`config.mk`:
```
export PLATFORM = sky130hd
export DESIGN_NAME = color_frame_classifier
export DESIGN_NICKNAME = d
export VERILOG_FILES = /design/src/rtl/color_frame_classifier.sv
export SDC_FILE = /design/constraint.sdc
export NUM_CORES = 1
export LEC_CHECK = 0
export CAP_MARGIN = 20
export CORE_ASPECT_RATIO = 1.25
export CORE_MARGIN = 5
export CORE_UTILIZATION = 45
export DETAILED_ROUTE_END_ITERATION = 10
export GPL_ROUTABILITY_DRIVEN = 0
export PLACE_DENSITY = 0.72
export REMOVE_ABC_BUFFERS = 1
export SYNTH_ARGS = -nofsm -noshare
export SYNTH_HDL_FRONTEND = slang
export SYNTH_SLANG_ARGS = --single-unit
```
`constraint.sdc`:
```
create_clock -name CLK -period 2.86 [get_ports CLK]
set_input_delay 0.572 -clock CLK [delete_from_list [all_inputs] [get_ports CLK]]
set_output_delay 0.572 -clock CLK [all_outputs]
set_load 0.01 [all_outputs]
```
`src/rtl/color_frame_classifier.sv`:
```
// Per-frame red/blue pixel classifier for RGB332 video with a consecutive-frame
// vote that filters single-frame flicker before COLOR changes.
module color_frame_classifier #(
  parameter int unsigned CNT_W       = 15,
  parameter int unsigned MIN_PIX     = 500,
  parameter int unsigned VOTE_FRAMES = 2,
  parameter logic [2:0]  R_MIN       = 3'd5,
  parameter logic [1:0]  B_MIN       = 2'd2
) (
  input  logic             CLK,
  input  logic             RESET,
  input  logic             VGA_VSYNC_NEG,
  input  logic             PIXEL_VALID,
  input  logic [7:0]       PIXEL_IN,
  output logic [1:0]       COLOR,
  output logic             FRAME_DONE,
  output logic [CNT_W-1:0] RED_COUNT,
  output logic [CNT_W-1:0] BLUE_COUNT
);

  typedef enum logic [1:0] {WAIT_SYNC, ACCUM, DECIDE, UPDATE} state_t;

  localparam logic [1:0]       CLS_NONE = 2'b00;
  localparam logic [1:0]       CLS_RED  = 2'b01;
  localparam logic [1:0]       CLS_BLUE = 2'b10;
  localparam logic [CNT_W-1:0] CNT_MAX  = '1;
  localparam logic [3:0]       VOTE_N   = 4'(VOTE_FRAMES);

  state_t           state, state_next;
  logic             vsync_prev;
  logic             boundary;
  logic             pix_red, pix_blue;
  logic             count_en, clear_en, decide_en, update_en;
  logic [CNT_W-1:0] red_cnt, blue_cnt;
  logic [31:0]      red_ext, blue_ext;
  logic [1:0]       class_now, frame_class;
  logic [1:0]       cand, cand_next;
  logic [3:0]       run, run_next;

  assign boundary = vsync_prev & ~VGA_VSYNC_NEG;
  assign pix_red  = (PIXEL_IN[7:5] >= R_MIN) && (PIXEL_IN[1:0] <  B_MIN);
  assign pix_blue = (PIXEL_IN[1:0] >= B_MIN) && (PIXEL_IN[7:5] <  R_MIN);

  always_ff @(posedge CLK or posedge RESET) begin
    if (RESET) begin
      state      <= WAIT_SYNC;
      vsync_prev <= 1'b1;
    end else begin
      state      <= state_next;
      vsync_prev <= VGA_VSYNC_NEG;
    end
  end

  always_comb begin
    state_next = state;
    unique case (state)
      WAIT_SYNC: if (boundary) state_next = ACCUM;
      ACCUM:     if (boundary) state_next = DECIDE;
      DECIDE:    state_next = UPDATE;
      UPDATE:    state_next = ACCUM;
      default:   state_next = WAIT_SYNC;
    endcase
  end

  always_comb begin
    count_en  = (state == ACCUM) && !boundary && PIXEL_VALID;
    clear_en  = (state == WAIT_SYNC) || (state == UPDATE);
    decide_en = (state == DECIDE);
    update_en = (state == UPDATE);
  end

  // Ties (including 0 vs 0) fall through to none.
  always_comb begin
    red_ext   = 32'(red_cnt);
    blue_ext  = 32'(blue_cnt);
    class_now = CLS_NONE;
    if (red_ext > blue_ext && red_ext >= MIN_PIX)
      class_now = CLS_RED;
    else if (blue_ext > red_ext && blue_ext >= MIN_PIX)
      class_now = CLS_BLUE;
  end

  always_comb begin
    cand_next = frame_class;
    run_next  = 4'd1;
    if (frame_class == cand) begin
      cand_next = cand;
      run_next  = (run >= VOTE_N) ? VOTE_N : run + 4'd1;
    end
  end

  always_ff @(posedge CLK or posedge RESET) begin
    if (RESET) begin
      red_cnt     <= '0;
      blue_cnt    <= '0;
      RED_COUNT   <= '0;
      BLUE_COUNT  <= '0;
      frame_class <= CLS_NONE;
      cand        <= CLS_NONE;
      run         <= '0;
      COLOR       <= CLS_NONE;
      FRAME_DONE  <= 1'b0;
    end else begin
      FRAME_DONE <= update_en;
      if (clear_en) begin
        red_cnt  <= '0;
        blue_cnt <= '0;
      end else if (count_en) begin
        if (pix_red && red_cnt != CNT_MAX)   red_cnt  <= red_cnt + 1'b1;
        if (pix_blue && blue_cnt != CNT_MAX) blue_cnt <= blue_cnt + 1'b1;
      end
      if (decide_en) begin
        frame_class <= class_now;
        RED_COUNT   <= red_cnt;
        BLUE_COUNT  <= blue_cnt;
      end
      if (update_en) begin
        cand <= cand_next;
        run  <= run_next;
        if (run_next == VOTE_N) COLOR <= cand_next;
      end
    end
  end

endmodule
```
==> impl_metrics.csv <==
group,metric,value,unit
status,status,"finished clean",
critical_path,cp-startpoint,"VGA_VSYNC_NEG",
synthesis,synth.avg_cell_area,10.78,um2
placement,place_hpwl,5.329,mm
clock_tree,post_cts_buffers,0,
grt,first_global_vias,2814,
grt,grt_first_pass_wirelength,13.26,mm
synthesis,synth_area_leaders,"dfrtp_1 (47%), mux2_2 (9.7%), ha_1 (8.5%), xnor2_1 (4.6%), nor2_1 (3.0%)",
synthesis,synth_seq_cells,74,
critical_path,critical_path_class,"in2reg",
synthesis,synth.distinct_cells,48,
route,first_iter_violations,117,
route,wl,7.664,mm
clock_tree,hold_buffers,0,
clock_tree,clk_pin_slew,0.07,ns
floorplanning,core.rowCount,37,
timing,rsz0062_at_grt,"no",
clock_tree,cts_tree,"yes",
timing,slew_headroom,64.12,%
timing,fin_tns_setup,0,ns
timing,min_period_over_period,78.50,%
route,vias_per_cell,5.537,
cells_and_area,nets,433,
pwr,peakVddDrop,0.0003365,V
worst_hold_path,worstHoldStart,"COLOR[1]",
critical_path,critPathMaxFanout,15,
synthesis,synthesis.area,0.003847,mm2
synthesis,yosys_most_used_dff,"dfrtp_1",
synthesis,syn_inst,357,
worst_hold_path,hp-class,"reg2reg",
timing,period_minus_slack,2.245,ns
timing,max_freq,445.4,MHz
clock_tree,numCtsBuffers,9,
floorplanning,initial_utilization,46.43,%
timing,worst_pin_slew,0.5333,ns
synthesis,synthArstFlopShare,100.0,%
flow_run,maxCapViolCount,0,
grt,grt_max_degree,75,
critical_path,crit_chain,"clkdlybuf4s50_1, nor2b_4, or4_1, buf_4, or3_2, a21oi_1",
critical_path,worst_path_max_delay_cell,"clkdlybuf4s50_1",
cells_and_area,final_common_cell,"dfrtp_1",
critical_path,cpPeakStageDelay,0.53,ns
route,drc,0,
route,ant_nets,0,
synthesis,yosysTopAreaCell,"dfrtp_1",
synthesis,yosysTopAreaCellShare,47.48,%
pwr,p_leak,2.042,nW
critical_path,required,3.14,ns
pwr,pwr_density_cell,586.3,mW/mm2
cells_and_area,most-common-layout-cells,"dfrtp_1 (73), clkdlybuf4s50_1 (40), mux2_2 (33), nor2_1 (31)",
cells_and_area,design_area,0.004558,mm2
timing,drv_slew,0,
clock_tree,cts_root_buf,"clkbuf_8",
floorplanning,io-pin-count,45,
floorplanning,die_area,0.01051,mm2
critical_path,cp_data_arrival_time,2.52,ns
clock_tree,worst_skew_pair.late_latency,0.36,ns
grt,overflow,0,
synthesis,yosysWarnings,0,
critical_path,end_kind,"flop",
cells_and_area,drive_gt1_share,15.75,%
timing,hold_viol_final,0,
route,first_pass_iters,4,
clock_tree,clk_path_buf_depth,2,
synthesis,yosysSeqAreaShare,48.16,%
timing,fin_worst_skew,0.007295,ns
cells_and_area,n_antenna_cell,0,
clock_tree,ctsResizeCount,0,
timing,setup_viol,0,
grt,grt_use_total,16.00,%
clock_tree,cts.sinks,74,
route,vias,2752,
critical_path,reg2reg_from,"state[1]",
floorplanning,die_w,92.71,um
grt,antenna_found_initial,0,
critical_path,critPathLaunchType,"input pin",
synthesis,synth_edf_count,0,
cells_and_area,syn_to_final_growth,18.47,%
floorplanning,core_area,0.008287,mm2
placement,dpl-instance-area,0.004342,mm2
placement,io_buffers,40,
clock_tree,h-tree-depth,3,
floorplanning,die_h,113.4,um
route,wl_per_cell,15.42,um
metal layers:
metal | up-vias | GRT usage [%] | wire length (um)
met5 | - | 0 | 0
met4 | 0 | 7.136 | 137
met3 | 12 | 4.288 | 342
met2 | 63 | 26.57 | 3798
met1 | 1333 | 19.52 | 3386
li1 | 1344 | - | -
area by class of cell:
class | instances | area [um2]
well taps | 97 | 121.4
clock buffers | 15 | 186.4
repair buffers | 45 | 450.4
fillers | 696 | 3729
inverters | 27 | 101.3
multi-input cells | 238 | 1815
flip-flops and latches | 74 | 1853
clock inverters | 1 | 30.03
final timing paths:
check                           endpoint  slack, ns  depth (start not counted)
max                          red_cnt[14]       0.61                          6
max reg2reg                  red_cnt[14]       0.75                          7
min in group asynchronous     FRAME_DONE       0.59                          3
max in group asynchronous  RED_COUNT[14]       1.92                          3
min                             COLOR[1]       0.49                          2
min reg2reg                     COLOR[1]       0.49                          2
where the power goes:
part / switching [W] / total (W) / leakage [nW] / internal [W]
Combinational: 0.000409 / 0.000647 / 0.913 / 0.000238
Clock: 0.000366 / 0.000865 / 0.110 / 0.000499
Sequential: 0.0000539 / 0.00116 / 1.02 / 0.00111
Total: 0.000828 / 0.00267 / 2.04 / 0.00184
cell usage after synthesis (all sizes together) (2+ instances only):
cell type,count
ha,26
mux2i,2
buf,3
nor2b,3
and4,5
or3,2
o21ai,10
mux2,33
a31o,2
a211o,2
a21oi,11
nand2,18
o211ai,2
nor2,31
nor3b,2
nand3,11
inv,27
xor2,5
xnor2,20
clkbuf,15
nor3,4
nand4,14
dfrtp,73
and3,3
nor4,15
critical path, delay by kind of cell:
| family | cells | cell delay, ns |
|---|---|---|
| and+or+nand+nor | 3 | 1.06 |
| buffers and inverters | 2 | 0.74 |
| AOI/OAI and AO/OA | 1 | 0.15 |
sequential cells by signal, summed over array words and instances (netlist names):
name	count
blue_cnt	15
red_cnt	15
frame_class	2
BLUE_COUNT	15
FRAME_DONE	1
vsync_prev	1
state	2
run	4
RED_COUNT	15
COLOR	2
cand	2
cell families (layout without fill, tap and decap cells):
kind of cell | Yosys count | count (layout) | share of synthesized area (%)
XOR/XNOR | 25 | 25 | 5.691
adder cells (fa/ha/maj) | 26 | 26 | 8.455
AO/OA/AOI/OAI | 36 | 36 | 5.887
AND/OR/NAND/NOR | 116 | 116 | 16.98
buffers and inverters | 45 | 88 | 4.650
multiplexers | 35 | 35 | 10.18
flip-flops | 74 | 74 | 48.16
stage by stage:
| stage | util, % | power (W) | hold WS (ns) | setup WS [ns] | cells |
|---|---|---|---|---|---|
| after detailed placement | 52.39 | 0.001832 | 0.4817 | 0.2434 | 481 |
| after global placement | 52.39 | 0.001804 | 0.4595 | 0.2975 | 481 |
| after global routing | 55.01 | 0.002828 | 0.5231 | 0.4908 | 497 |
| final | 55.01 | 0.002673 | 0.4884 | 0.6148 | 497 |
| after CTS | 55.01 | 0.002703 | 0.4973 | 0.6169 | 497 |
| after floorplan | - | 0.001612 | 0.4661 | 0.4080 | 339 |
(Power assumes the default switching activity.)
